## src/rtl/pll_lock_supervisor_pkg.sv

```systemverilog
// Shared encodings, register map and bit positions for the PLL lock supervisor.
// Also holds the sizing helpers used for the internal counters.
package pll_sup_pkg;

  typedef enum logic [2:0] {
    ST_PLL_RST   = 3'd0,
    ST_WAIT_LOCK = 3'd1,
    ST_FILTER    = 3'd2,
    ST_HOLD      = 3'd3,
    ST_RUN       = 3'd4
  } state_e;

  localparam logic [2:0] ADDR_STATUS = 3'd0;
  localparam logic [2:0] ADDR_CTRL   = 3'd1;

  localparam int unsigned STAT_LOST_BIT     = 2;
  localparam int unsigned STAT_TMO_BIT      = 3;
  localparam int unsigned CTRL_SOFT_RST_BIT = 0;
  localparam int unsigned CTRL_IRQ_EN_BIT   = 1;
  localparam int unsigned CTRL_MASK_LSB     = 8;

  // Status register layout, MSB first.
  typedef struct packed {
    logic [7:0] loss_cnt;
    logic       rsvd;
    logic [2:0] state;
    logic       timeout;
    logic       lost_lock;
    logic       run;
    logic       lock;
  } status_t;

  function automatic int unsigned max3(input int unsigned a, input int unsigned b,
                                       input int unsigned c);
    int unsigned m;
    m = (a > b) ? a : b;
    return (m > c) ? m : c;
  endfunction

  // Width of a counter that must reach n-1.
  function automatic int unsigned cnt_width(input int unsigned n);
    return (n > 1) ? $clog2(n) : 1;
  endfunction

endpackage

```

## src/rtl/pll_lock_supervisor_sync_2ff.sv

```systemverilog
// 1-bit two-flop synchroniser for an asynchronous level input.
module sync_2ff (
  input  logic clk,
  input  logic rst_n,
  input  logic d,
  output logic q
);

  logic meta;

  always_ff @(posedge clk or negedge rst_n) begin
    if (!rst_n) begin
      meta <= 1'b0;
      q    <= 1'b0;
    end else begin
      meta <= d;
      q    <= meta;
    end
  end

endmodule

```

## src/rtl/pll_lock_supervisor.sv

```systemverilog
// Sequences PLL reset, qualifies lock, and holds the system in reset until the
// clock is trusted; exposes status/control over a small Avalon-MM slave.
module pll_lock_supervisor
  import pll_sup_pkg::*;
#(
  parameter int unsigned NUM_OUT        = 4,
  parameter int unsigned ARESET_CYCLES  = 8,
  parameter int unsigned LOCK_FILTER    = 16,
  parameter int unsigned HOLD_CYCLES    = 64,
  parameter int unsigned TIMEOUT_CYCLES = 65536
) (
  input  logic               clk,
  input  logic               reset_n,
  input  logic [2:0]         address,
  input  logic               chipselect,
  input  logic               read,
  input  logic               write,
  input  logic [15:0]        writedata,
  output logic [15:0]        readdata,
  input  logic               pll_locked,
  output logic               pll_areset,
  output logic               resetrequest,
  output logic               locked,
  output logic [NUM_OUT-1:0] clk_en,
  output logic               irq
);

  localparam int unsigned CNT_W = cnt_width(max3(ARESET_CYCLES, LOCK_FILTER, HOLD_CYCLES));
  localparam int unsigned TMO_W = cnt_width(TIMEOUT_CYCLES);

  state_e             state_q, state_d;
  logic [CNT_W-1:0]   cnt_q, cnt_d;
  logic [TMO_W-1:0]   tmo_q, tmo_d;
  logic               lost_q, lost_d, timeout_q, timeout_d;
  logic [7:0]         loss_q, loss_d;
  logic               irq_en_q, irq_en_d;
  logic [NUM_OUT-1:0] mask_q, mask_d;
  logic               lost_set, tmo_set;
  logic               pll_areset_d, resetrequest_d, irq_d;
  logic [NUM_OUT-1:0] clk_en_d;
  logic               lock_s, wr_status, wr_ctrl, soft_rst, clr_lost, clr_tmo;
  status_t            status;
  logic [15:0]        ctrl_rd;
  logic               unused_wdata;

  sync_2ff u_lock_sync (
    .clk   (clk),
    .rst_n (reset_n),
    .d     (pll_locked),
    .q     (lock_s)
  );

  assign wr_status    = chipselect & write & (address == ADDR_STATUS);
  assign wr_ctrl      = chipselect & write & (address == ADDR_CTRL);
  assign soft_rst     = wr_ctrl & writedata[CTRL_SOFT_RST_BIT];
  assign clr_lost     = wr_status & writedata[STAT_LOST_BIT];
  assign clr_tmo      = wr_status & writedata[STAT_TMO_BIT];
  assign unused_wdata = ^writedata;
  assign locked       = lock_s & (state_q == ST_RUN);

  // Next-state, counters, sticky flags and next output values.
  always_comb begin
    state_d  = state_q;
    cnt_d    = cnt_q;
    tmo_d    = tmo_q;
    lost_set = 1'b0;
    tmo_set  = 1'b0;

    if (soft_rst) begin
      state_d = ST_PLL_RST;
      cnt_d   = '0;
      tmo_d   = '0;
    end else begin
      case (state_q)
        ST_PLL_RST: begin
          if (cnt_q == CNT_W'(ARESET_CYCLES - 1)) begin
            state_d = ST_WAIT_LOCK;
            cnt_d   = '0;
            tmo_d   = '0;
          end else begin
            cnt_d = cnt_q + CNT_W'(1);
          end
        end
        // Timeout counter only advances here and survives filter failures.
        ST_WAIT_LOCK: begin
          if (lock_s) begin
            state_d = ST_FILTER;
            cnt_d   = '0;
          end else if (tmo_q == TMO_W'(TIMEOUT_CYCLES - 1)) begin
            state_d = ST_PLL_RST;
            cnt_d   = '0;
            tmo_d   = '0;
            tmo_set = 1'b1;
          end else begin
            tmo_d = tmo_q + TMO_W'(1);
          end
        end
        ST_FILTER: begin
          if (!lock_s) begin
            state_d = ST_WAIT_LOCK;
            cnt_d   = '0;
          end else if (cnt_q == CNT_W'(LOCK_FILTER - 1)) begin
            state_d = ST_HOLD;
            cnt_d   = '0;
            tmo_d   = '0;
          end else begin
            cnt_d = cnt_q + CNT_W'(1);
          end
        end
        ST_HOLD: begin
          if (!lock_s) begin
            state_d = ST_WAIT_LOCK;
            cnt_d   = '0;
          end else if (cnt_q == CNT_W'(HOLD_CYCLES - 1)) begin
            state_d = ST_RUN;
            cnt_d   = '0;
          end else begin
            cnt_d = cnt_q + CNT_W'(1);
          end
        end
        ST_RUN: begin
          if (!lock_s) begin
            state_d  = ST_WAIT_LOCK;
            lost_set = 1'b1;
          end
        end
        default: begin
          state_d = ST_PLL_RST;
          cnt_d   = '0;
          tmo_d   = '0;
        end
      endcase
    end

    // A set event in the same cycle as a W1C wins.
    lost_d    = lost_set | (lost_q & ~clr_lost);
    timeout_d = tmo_set | (timeout_q & ~clr_tmo);
    if (clr_lost) begin
      loss_d = lost_set ? 8'd1 : 8'd0;
    end else if (lost_set && (loss_q != 8'hFF)) begin
      loss_d = loss_q + 8'd1;
    end else begin
      loss_d = loss_q;
    end

    irq_en_d = wr_ctrl ? writedata[CTRL_IRQ_EN_BIT] : irq_en_q;
    mask_d   = wr_ctrl ? writedata[CTRL_MASK_LSB +: NUM_OUT] : mask_q;

    pll_areset_d   = (state_d == ST_PLL_RST);
    resetrequest_d = (state_d != ST_RUN);
    clk_en_d       = (state_d == ST_RUN) ? mask_d : '0;
    irq_d          = irq_en_d & (lost_d | timeout_d);
  end

  always_ff @(posedge clk or negedge reset_n) begin
    if (!reset_n) begin
      state_q      <= ST_PLL_RST;
      cnt_q        <= '0;
      tmo_q        <= '0;
      lost_q       <= 1'b0;
      timeout_q    <= 1'b0;
      loss_q       <= '0;
      irq_en_q     <= 1'b0;
      mask_q       <= '1;
      pll_areset   <= 1'b1;
      resetrequest <= 1'b1;
      clk_en       <= '0;
      irq          <= 1'b0;
    end else begin
      state_q      <= state_d;
      cnt_q        <= cnt_d;
      tmo_q        <= tmo_d;
      lost_q       <= lost_d;
      timeout_q    <= timeout_d;
      loss_q       <= loss_d;
      irq_en_q     <= irq_en_d;
      mask_q       <= mask_d;
      pll_areset   <= pll_areset_d;
      resetrequest <= resetrequest_d;
      clk_en       <= clk_en_d;
      irq          <= irq_d;
    end
  end

  // Zero-latency read mux; soft-reset bit always reads back 0.
  always_comb begin
    status           = '0;
    status.lock      = lock_s;
    status.run       = (state_q == ST_RUN);
    status.lost_lock = lost_q;
    status.timeout   = timeout_q;
    status.state     = state_q;
    status.loss_cnt  = loss_q;

    ctrl_rd                              = '0;
    ctrl_rd[CTRL_IRQ_EN_BIT]             = irq_en_q;
    ctrl_rd[CTRL_MASK_LSB +: NUM_OUT]    = mask_q;

    readdata = '0;
    if (chipselect && read) begin
      case (address)
        ADDR_STATUS: readdata = status;
        ADDR_CTRL:   readdata = ctrl_rd;
        default:     readdata = '0;
      endcase
    end
  end

endmodule

```

## config.mk

```make
export PLATFORM = sky130hd
export DESIGN_NAME = pll_lock_supervisor
export DESIGN_NICKNAME = d
export VERILOG_FILES = /design/src/rtl/pll_lock_supervisor_pkg.sv /design/src/rtl/pll_lock_supervisor_sync_2ff.sv /design/src/rtl/pll_lock_supervisor.sv
export SDC_FILE = /design/constraint.sdc
export NUM_CORES = 1
export LEC_CHECK = 0
export ABC_AREA = 1
export CORE_MARGIN = 2
export CORE_UTILIZATION = 50
export CTS_CLUSTER_DIAMETER = 30
export DETAILED_ROUTE_END_ITERATION = 16
export PLACE_DENSITY_LB_ADDON = 0.08
export SLEW_MARGIN = 20
export SYNTH_ARGS = -nofsm -noshare
export SYNTH_HDL_FRONTEND = slang
export SYNTH_SLANG_ARGS = --single-unit
```

## constraint.sdc

```tcl
create_clock -name clk -period 2.01 [get_ports clk]
set_input_delay 0.402 -clock clk [delete_from_list [all_inputs] [get_ports clk]]
set_output_delay 0.402 -clock clk [all_outputs]
set_load 0.02 [all_outputs]
```

After elaboration in Yosys (flattened, before gate mapping) --
Index checks and enable logic that the tools add are counted.
Word-level totals: bits in registers 49, input port bits 25, bits in latches 0, logic and storage cells 101, memory bits (writable) 0, memories kept 0, bits in read-only memories 0
Cells by class: $mul 0, div/mod/pow operators 0, shift-type cells 0, bitwise logic cells 15, reductions and logical operators 9, equal/unequal tests 19, magnitude comparators 0, mux-type cells 41, add/subtract/negate cells 3
Operators with widths (count):
- 16-bit 2-to-1 mux | 7
- 16-bit case mux with 4 select lines | 1
- 6-bit 2-to-1 mux | 8
- 16-bit case mux with 2 select lines | 1
- 6-bit case mux with 5 select lines | 1
- 3-bit 2-to-1 mux | 9
- 16-bit by 1-bit adder with 16-bit output, second input constant | 1
- 16-bit equality test, second input constant | 1
- 8-bit 2-to-1 mux | 2
- 3-bit case mux with 5 select lines | 1
- 3-bit inequality test, second input constant | 4
- 1-bit AND | 10
- 3-bit zero test | 3
- 1-bit 2-to-1 mux | 9
- 8-bit by 1-bit adder with 8-bit output, second input constant | 1
- 4-bit 2-to-1 mux | 2
- 8-bit inequality test, second input constant | 1
- 6-bit by 1-bit adder with 6-bit output, second input constant | 1
- 3-bit by 1-bit equality test with 1-bit output, second input constant | 2
- 3-bit by 2-bit equality test with 1-bit output, second input constant | 2
- 3-bit equality test, second input constant | 2
- 6-bit by 3-bit equality test with 1-bit output, second input constant | 1
- 6-bit by 4-bit equality test with 1-bit output, second input constant | 1
- 6-bit equality test, second input constant | 1
- 11 further kinds | 15

Logic depth before layout (Yosys ltp) --
Gate-level depths: netlist of run 1.
word-level depth 8, mapped depth 11, gate-level depth less buffers 10

Cells and area by module --
Synthesis of run 1 repeated with hierarchy kept, for this count alone.
Second synthesis, totals: cell total of the unflattened synthesis 439, area, all modules 3150.5 um2
By module, submodules not included:
- pll_lock_supervisor | area an instance 3100.5 um2, cells an instance 437, instances 1
- sync_2ff | area an instance 50.0 um2, cells an instance 2, instances 1

Worst setup path before layout of run 1 --
OpenSTA, ideal clock, no wires.
path kind input -> output, start point input port read, end point output port readdata[12], data arrival time 1221 ps, setup slack 387 ps, required time 1608 ps, path buffers 1, stages on the path 3, path through nand2_1 > clkbuf_1 > nor3_1
Between the ends: word-level cells in the longest chain between the ends 2
Ends and longest elaborated chain:
- start, declared | RTL line pll_lock_supervisor.sv:16 | input logic read,
- 1-bit logical AND | RTL line pll_lock_supervisor.sv:200 | if (chipselect && read) begin
- 16-bit 2-to-1 mux | RTL line pll_lock_supervisor.sv:200
- end, declared | RTL line pll_lock_supervisor.sv:19 | output logic [15:0] readdata,
Every way passes these cells.

Worst setup path after layout of run 1 --
start point input port address[2], end point output port readdata[14]
Between the ends: word-level cells in the longest chain between the ends 3, elaborated cells between the ends (all ways) 4, those cells by class eq/ne: 1; mux: 2; reduce/logical: 1
Ends and longest elaborated chain:
- start, declared | RTL line pll_lock_supervisor.sv:14 | input logic [2:0] address,
- 3-bit by 1-bit equality test with 1-bit output or 3-bit zero test (tied branches) | RTL line pll_lock_supervisor.sv:201 | case (address)
- 16-bit case mux with 2 select lines (*) | RTL line pll_lock_supervisor.sv:201
- 16-bit 2-to-1 mux (*) | RTL line pll_lock_supervisor.sv:200
Every way passes the cells marked *; elsewhere a longest branch is shown, timed or not.

==> out/results.tsv, run 1 <==
stage	metric	value	unit
status	status	complete, no violations	
global_route	grt-ovfl-total	0	
cells_and_area	final_nets	514	
place	dpl_worst_slack	-0.418	ns
setup_path	start_kind	input port	
synthesis	async_reset_ff_frac	1.00	
cts	clk_latency	0.30	ns
floorplan	core	6030	sq um
setup_path	worst-path-max-fanout	7	
sta	relSlewSlack	0.641	
min_path	min_path_type	input port to async pin	
sta	finalCritPeriodShare	0.980	
detailed_routing	num_vias	2891	
global_route	grt_pass1_wl	12400	um
cts	clockBufferDepth	2	
detailed_routing	drt-wirelength-per-cell	12.5	um
cells_and_area	area_growth	20.4	%
floorplan	initial_core_util	0.525	
pwr	powerDensity	879	nW/um^2
place	port_buffers	39	
detailed_routing	postRouteAntennaNets	0	
synthesis	synth_mux_area_frac	0	
detailed_routing	via_per_inst	5.14	
detailed_routing	drcViolationCount	0	
place	dp.cells	554	
global_route	first_global_vias	2685	
sta	min_period	1.97	ns
place	gp_congestion	0.862	
synthesis	syn_nets	458	
synthesis	ys_types	36	
sta	hold_viol	0	
cts	h-tree-depth	2	
global_route	antenna_found_initial	0	
cts	numClockSinks	49	
synthesis	syn_avg_cell_area	7.36	sq um
sta	finalWorstSetupSlack	0.0410	ns
synthesis	ys.flop_type	dfrtp_1	
sta	slew_violations	0	
floorplan	pin_count	49	
synthesis	synth_compound_area_frac	0.0589	
cts	post_cts_buffers	0	
cts	cts_hold_buffers	0	
synthesis	synth-xor-area-share	0.0470	
place	hpwl	5270	um
synthesis	synthCells	430	
cells_and_area	n_antenna_cell	0	
run	maxCapViolCount	0	
cts	cts_buffers	5	
synthesis	synth_top_family_by_area	simple AND/OR/NAND/NOR gates	
sta	finalSetupViolations	0	
synthesis	yosysTopAreaCell	dfrtp_1	
cts	path_clk_slew	0.10	ns
detailed_routing	wl	7030	um
floorplan	die_x	83.6	um
setup_path	worstSetupEndpointType	output port	
floorplan	dieArea	6980	sq um
global_route	grt_max_degree	50	
sta	finClkSkew	0.0120	ns
synthesis	synth_area_leaders	dfrtp_1, nand2_1, nand3_1, inv_1, nor2_1	
pwr	ir_drop	559	uV
cells_and_area	stdcell_count	562	
synthesis	synth_top_area_share	0.340	
synthesis	synth_fa_ha_area_frac	0.0119	
pwr	p_total	3.35	mW
cells_and_area	final_common_cell	nand2_1	
synthesis	synthSimpleGateAreaFrac	0.396	
synthesis	yosysSeqAreaShare	0.390	
sta	clock.fmax	508	MHz
sta	worstMarginPinSlew	0.537	ns
cts	clockRootBuffer	clkbuf_8	
setup_path	arrival	1.57	ns
synthesis	synth_edf_count	0	
synthesis	synth-seq-cells	49	
sta	grt_setup_unrepaired	true	
global_route	grt.total_usage	0.210	
detailed_routing	drt_pass1_iterations	4	
floorplan	row_count	28	
synthesis	yosys_warnings	0	
synthesis	synthesis.area	3170	sq um
cells_and_area	layout-drive-gt1-share	0.232	
detailed_routing	first_iter_violations	109	
setup_path	crit_type	input port to output port	
floorplan	dieHeight	83.6	um
cts	cts_tree	built	
cells_and_area	mostFrequentLayoutCells	nand2_1, inv_1, nor2_1, dfrtp_1, nand3_1	
pwr	leakagePower	1.88	nW
setup_path	required	1.61	ns
cells_and_area	post-route-util	0.632	
[worst paths after layout]
path,start,endpoint,slack (ns),cells past startpoint
max in group asynchronous,reset_n,mask_q[1],1.65,2
worst min register to register,u_lock_sync.meta,u_lock_sync.q,0.36,0
worst max register to register,cnt_q[0],tmo_q[0],0.25,10
min in group clk,u_lock_sync.meta,u_lock_sync.q,0.36,0
worst min-delay path,reset_n,cnt_q[1],0.07,2
worst max-delay path,address[2],readdata[14],0.04,6
[where the power goes]
part / internal (mW) / total [mW] / switching [mW]
Clock: 0.373 / 0.715 / 0.342
Sequential: 1.15 / 1.29 / 0.132
Combinational: 0.505 / 1.35 / 0.843
[state kept, by name (all words and copies together), names as in the netlist]
signal	flops
clk_en	4
cnt_q	6
irq	1
irq_en_q	1
loss_q	8
lost_q	1
mask_q	4
pll_areset	1
resetrequest	1
state_q	3
timeout_q	1
tmo_q	16
u_lock_sync.meta	1
u_lock_sync.q	1
[cell usage after synthesis, types with 2 or more instances]
cell / count
nor2_1: 43
nor3b_1: 2
a21oi_1: 5
inv_2: 7
nand2_2: 19
dfstp_2: 6
nand2_1: 101
nand4_1: 10
inv_1: 50
nand3_2: 7
nor2_2: 7
or2_2: 5
buf_6: 2
buf_2: 3
nand3b_1: 2
o21ai_0: 15
ha_1: 3
dfrtp_1: 43
xor2_1: 12
o21ai_2: 6
nand3_1: 42
clkbuf_1: 2
nor3_1: 18
nor2_4: 3
xnor2_1: 5
buf_4: 2
[routing by layer]
metal | routed length, um | vias up | GRT usage
met1 | 3270 | 1338 | 0.300
li1 | - | 1478 | -
met3 | 371 | 2 | 0.0406
met4 | 19 | 0 | 0.0352
met2 | 3360 | 73 | 0.338
met5 | 0 | - | 0
[per-stage QoR]
| stage | cell area [sq um] | hold WS (ns) | setup TNS [ns] |
|---|---|---|---|
| 2_1_floorplan | 3170 | 0.106 | 0 |
| 3_3_place_gp | 3750 | 0.339 | -6.58 |
| 3_5_place_dp | 3750 | 0.337 | -6.80 |
| 4_1_cts | 3790 | 0.0753 | 0 |
| 5_1_grt | 3810 | 0.0894 | -0.0525 |
| 6_report | 3810 | 0.0657 | 0 |
[area by class of cell]
cell class | count | area (sq um)
Timing Repair Buffer | 59 | 498
Tap cell | 75 | 93.8
Clock inverter | 3 | 43.8
Fill cell | 562 | 2220
Inverter | 58 | 225
Clock buffer | 5 | 68.8
Multi-Input combinational cell | 313 | 1650
Sequential cell | 49 | 1230
[logic make-up after synthesis]
kind of cell | count (synthesis)
compound gates | 31
xor+xnor | 17
fa+ha+maj | 3
buf+inv | 68
flops | 49
other cells | 1
simple gates | 261
[critical path, stage by stage]
cell and delay (ns):
clkdlybuf4s50_1 0.41, nor2_2 0.15, nand2_2 0.10, buf_4 0.18
nor3_1 0.13, buf_2 0.19
[repair_timing]
item / in CTS / in global routing
resized for setup: 70 / 10
endpoints found under the setup margin: 16 / 8
pin swaps: 0 / 1
No activity file was read; power rests on OpenSTA's default activity.
==> run 2, diff against run 1 <==
- CELL_PAD_IN_SITES_DETAIL_PLACEMENT: unset -> 0
- CELL_PAD_IN_SITES_GLOBAL_PLACEMENT: unset -> 1
- CORE_UTILIZATION: 50 -> 39
==> run 2 against run 1 <==
Against the previous run:
- combinational power increased by 4%
- global-route usage decreased by 3.1 points
- critical path depth unchanged
- sequential cell count unchanged
- highest routed layer unchanged
==> out/results.tsv, run 2 (synthesized netlist as in run 1, its figures left out) <==
stage	metric	value	unit	change
run	maxCapViolCount	0		unchanged
sta	finalCritPeriodShare	0.968		was 0.980
cells_and_area	layout-drive-gt1-share	0.230		was 0.232
cells_and_area	area_growth	22.4	%	was 20.4%
setup_path	start_kind	input port		unchanged
cts	clockBufferDepth	2		unchanged
sta	finClkSkew	0.0114	ns	was 0.0120 ns
sta	grt_setup_unrepaired	false		was true
global_route	top_usage_layer	met2		unchanged
cells_and_area	n_antenna_cell	0		unchanged
cts	clk_latency	0.31	ns	was 0.30 ns
setup_path	worst-path-max-fanout	5		was 7
global_route	grt-ovfl-total	0		unchanged
floorplan	core	7810	sq um	was 6030 sq um
pwr	leakagePower	1.91	nW	was 1.88 nW
cts	h-tree-depth	2		unchanged
min_path	min_path_type	input port to async pin		unchanged
setup_path	required	1.61	ns	about the same
cts	post_cts_buffers	0		unchanged
place	port_buffers	39		unchanged
setup_path	crit_type	input port to output port		unchanged
global_route	met2_usage	0.285		was 0.338
sta	clock.fmax	514	MHz	was 508 MHz
sta	finalSetupViolations	0		unchanged
cts	numClockSinks	49		unchanged
status	status	complete, no violations		unchanged
floorplan	dieHeight	94.1	um	was 83.6 um
global_route	grt_max_degree	33		was 50
setup_path	arrival	1.54	ns	was 1.57 ns
sta	tns	0	ns	unchanged
cells_and_area	largest_reg_flops	16		unchanged
detailed_routing	first_iter_violations	101		was 109
global_route	antenna_found_initial	0		unchanged
sta	timing.hold.ws	0.0212	ns	was 0.0657 ns
place	hpwl	5800	um	was 5270 um
cts	path_clk_slew	0.09	ns	was 0.10 ns
cts	clockRootBuffer	clkbuf_8		unchanged
pwr	powerDensity	846	nW/um^2	was 879 nW/um^2
detailed_routing	num_vias	2821		was 2891
global_route	grt_pass1_wl	12600	um	was 12400 um
detailed_routing	via_per_inst	4.76		was 5.14
cells_and_area	top_register	tmo_q		unchanged
floorplan	pin_count	49		unchanged
global_route	grt.total_usage	0.179		was 0.210
detailed_routing	wl	7430	um	was 7030 um
cells_and_area	final_common_cell	nand2_1		unchanged
floorplan	row_count	32		was 28
sta	hold_viol	0		unchanged
cts	cts_buffers	5		unchanged
global_route	use_met3	0.0313		was 0.0406
sta	min_period	1.95	ns	was 1.97 ns
floorplan	die_x	94.1	um	was 83.6 um
detailed_routing	postRouteAntennaNets	0		unchanged
detailed_routing	drt-wirelength-per-cell	12.5	um	about the same
place	gp_congestion	0.800		was 0.862
global_route	first_global_vias	2608		was 2685
cells_and_area	ff_latch_area	1230	sq um	unchanged
floorplan	initial_core_util	0.405		was 0.525
pwr	p_total	3.28	mW	was 3.35 mW
pwr	ir_drop	463	uV	was 559 uV
global_route	use_met1	0.254		was 0.300
cts	cts_tree	built		unchanged
cells_and_area	multi_input_area	1640	sq um	was 1650 sq um
detailed_routing	drt_pass1_iterations	4		unchanged
detailed_routing	drcViolationCount	0		unchanged
cts	cts_hold_buffers	0		unchanged
cells_and_area	final_nets	518		was 514
setup_path	worstSetupEndpointType	output port		unchanged
floorplan	dieArea	8850	sq um	was 6980 sq um
cells_and_area	reg_top3	tmo_q x16, loss_q x8, cnt_q x6		unchanged
cells_and_area	n_fill_cell	817		was 562
cells_and_area	mostFrequentLayoutCells	nand2_1, inv_1, nor2_1, dfrtp_1, nand3_1		unchanged
sta	slew_violations	0		unchanged
run 2: what timing repair did:
| item | in CTS | in global routing |
|---|---|---|
| pin swaps | 0 | 1 |
| resized for setup | 73 | 10 |
| setup endpoints to repair | 16 | 14 |
run 2: final cells by class:
| cell class | instances | share of cell area |
|---|---|---|
| clock buffer | 6 | 0.0187 |
| clock inverter | 2 | 0.00355 |
| inverter | 58 | 0.0575 |
| multi-input combinational | 313 | 0.424 |
| sequential | 49 | 0.318 |
| tap | 102 | 0.0329 |
| timing repair buffer | 63 | 0.145 |
run 2: power breakdown:
| part | total (mW) | leakage, nW | internal [mW] | switching [mW] |
|---|---|---|---|---|
| Sequential | 1.29 | 0.629 | 1.15 | 0.136 |
| Combinational | 1.40 | 1.24 | 0.546 | 0.851 |
| Clock | 0.590 | 0.0456 | 0.249 | 0.341 |
run 2: metal layers:
metal / routed length, um / part of all wire
met1: 3790 / 0.51
met5: 0 / 0
met3: 230 / 0.031
met4: 69 / 0.0093
met2: 3340 / 0.45
run 2: worst paths after layout:
check	from	slack, ns	cells past startpoint	to
hold reg to reg	u_lock_sync.meta	0.36	0	u_lock_sync.q
hold / removal	reset_n	0.02	1	cnt_q[3]
min in group clk	u_lock_sync.meta	0.36	0	u_lock_sync.q
max in group asynchronous	reset_n	1.40	2	mask_q[1]
setup reg to reg	tmo_q[0]	0.26	10	cnt_q[5]
setup / recovery	address[0]	0.06	6	readdata[12]
run 2: critical path: stages:
cell	delay [ns]
clkdlybuf4s50_1	0.46
inv_1	0.09
nand2_2	0.08
buf_4	0.16
nor3_1	0.17
buf_4	0.18
run 2: per-stage QoR:
step	utilization	worst slack (ns)	area [sq um]	cells
floorplan	-	0.387	3170	430
global placement	0.490	-0.430	3830	585
detailed placement	0.490	-0.486	3830	585
CTS	0.493	-0.00378	3850	593
global route	0.496	0.00143	3870	593
finish	0.496	0.0633	3870	593
==> run 3, diff against run 2 <==
==> constraint.sdc (replaced) <==
create_clock -name clk -period 2.01 [get_ports clk]
set_input_delay 0.402 -clock clk [delete_from_list [all_inputs] [get_ports clk]]
set_output_delay 0.402 -clock clk [all_outputs]
set_load 0.005 [all_outputs]
==> run 3 against run 2 <==
Against the previous run:
- combinational power about the same
- die area unchanged
- first-iteration DRC count fell by 2.0%
- sequential power about the same
- largest cell class unchanged
- highest routed layer unchanged
==> out/results.tsv, run 3 (synthesized netlist as in run 1, its figures left out) <==
stage	metric	value	unit	change
status	status	complete, no violations		unchanged
cts	numClockSinks	49		unchanged
sta	finClkSkew	0.0106	ns	was 0.0114 ns
cells_and_area	mostFrequentLayoutCells	nand2_1, inv_1, nand3_1, dfrtp_1, nor2_1		was nand2_1, inv_1, nor2_1, dfrtp_1, nand3_1
place	port_buffers	39		unchanged
cts	h-tree-depth	2		unchanged
sta	finalCritPeriodShare	0.908		was 0.968
pwr	powerDensity	824	nW/um^2	was 846 nW/um^2
setup_path	r2r-end	cnt_q[5]		unchanged
floorplan	dieArea	8850	sq um	unchanged
sta	finalSetupViolations	0		unchanged
setup_path	arrival	1.42	ns	was 1.54 ns
setup_path	regToRegSetupSlack	0.27	ns	was 0.26 ns
floorplan	initial_core_util	0.405		unchanged
pwr	p_total	3.24	mW	was 3.28 mW
floorplan	core	7810	sq um	unchanged
cells_and_area	reg_top3	tmo_q x16, loss_q x8, cnt_q x6		unchanged
detailed_routing	drt-wirelength-per-cell	12.6	um	was 12.5 um
cells_and_area	top_register	tmo_q		unchanged
cells_and_area	final_nets	521		was 518
cts	cts_hold_buffers	0		unchanged
detailed_routing	num_vias	2878		was 2821
cells_and_area	postLayoutCellArea	3940	sq um	was 3870 sq um
setup_path	worstRegToRegCells	10		unchanged
sta	timing.hold.ws	0.0440	ns	was 0.0212 ns
setup_path	worstSetupEndpointType	output port		unchanged
setup_path	start_kind	input port		unchanged
pwr	leakagePower	1.95	nW	was 1.91 nW
setup_path	worst-path-max-fanout	15		was 5
pwr	ir_drop	333	uV	was 463 uV
setup_path	crit_type	input port to output port		unchanged
run	maxCapViolCount	0		unchanged
place	placed_area	3810	sq um	was 3830 sq um
detailed_routing	drt_pass1_iterations	4		unchanged
cells_and_area	n_antenna_cell	0		unchanged
setup_path	r2r_start	tmo_q[0]		unchanged
cts	clockBufferDepth	2		unchanged
sta	hold_viol	0		unchanged
detailed_routing	postRouteAntennaNets	0		unchanged
place	hpwl	5790	um	was 5800 um
sta	worstMarginPinSlew	0.511	ns	
cts	cts_buffers	5		unchanged
sta	clock.fmax	548	MHz	was 514 MHz
cells_and_area	largest_reg_flops	16		unchanged
cells_and_area	area_growth	24.3	%	was 22.4%
global_route	grt.total_usage	0.185		was 0.179
cts	clk_latency	0.30	ns	was 0.31 ns
sta	slew_violations	0		unchanged
sta	relSlewSlack	0.658		
global_route	grt_pass1_wl	13000	um	was 12600 um
global_route	grt_max_degree	24		was 33
setup_path	required	1.61	ns	about the same
place	gp_congestion	0.803		was 0.800
sta	grt_setup_unrepaired	false		unchanged
floorplan	pin_count	49		unchanged
global_route	first_global_vias	2780		was 2608
cts	path_clk_slew	0.09	ns	about the same
global_route	grt-ovfl-total	0		unchanged
sta	min_period	1.82	ns	was 1.95 ns
cells_and_area	layout-drive-gt1-share	0.257		was 0.230
floorplan	row_count	32		unchanged
cells_and_area	final_common_cell	nand2_1		unchanged
detailed_routing	wl	7520	um	was 7430 um
detailed_routing	via_per_inst	4.83		was 4.76
global_route	antenna_found_initial	0		unchanged
cts	clockRootBuffer	clkbuf_8		unchanged
detailed_routing	first_iter_violations	99		was 101
floorplan	dieHeight	94.1	um	unchanged
cells_and_area	n_fill_cell	790		was 817
floorplan	die_x	94.1	um	unchanged
cts	cts_tree	built		unchanged
min_path	min_path_type	input port to async pin		unchanged
detailed_routing	drcViolationCount	0		unchanged
## run 3: changes by cell type in the layout (fill, tap and decap cells not counted), moves of 2 or more
cell,previous run,this run
buf_2,9,16
dlymetal6s2s_1,2,4
nor3_2,2,9
buf_4,27,22
nor2_1,43,41
nor2_2,6,9
nor3_1,17,10
## run 3: per-stage QoR
step | std cells | setup TNS [ns] | worst slack [ns] | utilization
after floorplan | 430 | 0 | 0.444 | -
after global placement | 583 | -6.03 | -0.358 | 0.488
after detailed placement | 583 | -6.94 | -0.369 | 0.488
after CTS | 597 | -0.000230 | -0.000230 | 0.500
after global routing | 596 | 0 | 0.0690 | 0.504
final | 596 | 0 | 0.186 | 0.504
## run 3: layout make-up
type,count,area (sq um),area share
repair buffers,66,577,0.147
inverters,58,228,0.0579
multi-input cells,313,1680,0.427
flip-flops and latches,49,1230,0.314
clock buffers,6,72.6,0.0184
clock inverters,2,13.8,0.00350
well taps,102,128,0.0324
## run 3: worst max-delay path by stage
stage	startpoint	endpoint	cells past startpoint
floorplan	cnt_q[0]	tmo_q[6]	11
global placement	address[1]	readdata[8]	7
detailed placement	address[1]	readdata[8]	7
CTS	address[2]	readdata[15]	7
global route	tmo_q[0]	cnt_q[5]	10
finish	chipselect	readdata[14]	5
## run 3: what timing repair did
action                                 in CTS  in global routing
setup buffers                               6                  0
gates resized for setup                    70                 11
setup endpoints to repair                  16                 30
endpoints found under the hold margin       0                  0
pin swaps                                   5                  6
## run 3: critical path, cell delays in order
cell and delay [ns]:
clkdlybuf4s50_1 0.47, nand2_1 0.08, buf_12 0.16, nor3_2 0.16
buf_2 0.13
## run 3: layer usage
layer	up-vias	GRT usage	part of all wire	routed length [um]
li1	1491	-	-	-
met1	1348	0.253	0.49	3650
met2	34	0.308	0.48	3580
met3	5	0.0305	0.028	210
met4	0	0.0435	0.0093	70
met5	-	0	0	0
## run 3: where the power goes
| part | internal, mW | total, mW | switching (mW) |
|---|---|---|---|
| Combinational | 0.530 | 1.37 | 0.841 |
| Sequential | 1.15 | 1.29 | 0.133 |
| Clock | 0.249 | 0.586 | 0.338 |
| Total | 1.93 | 3.24 | 1.31 |
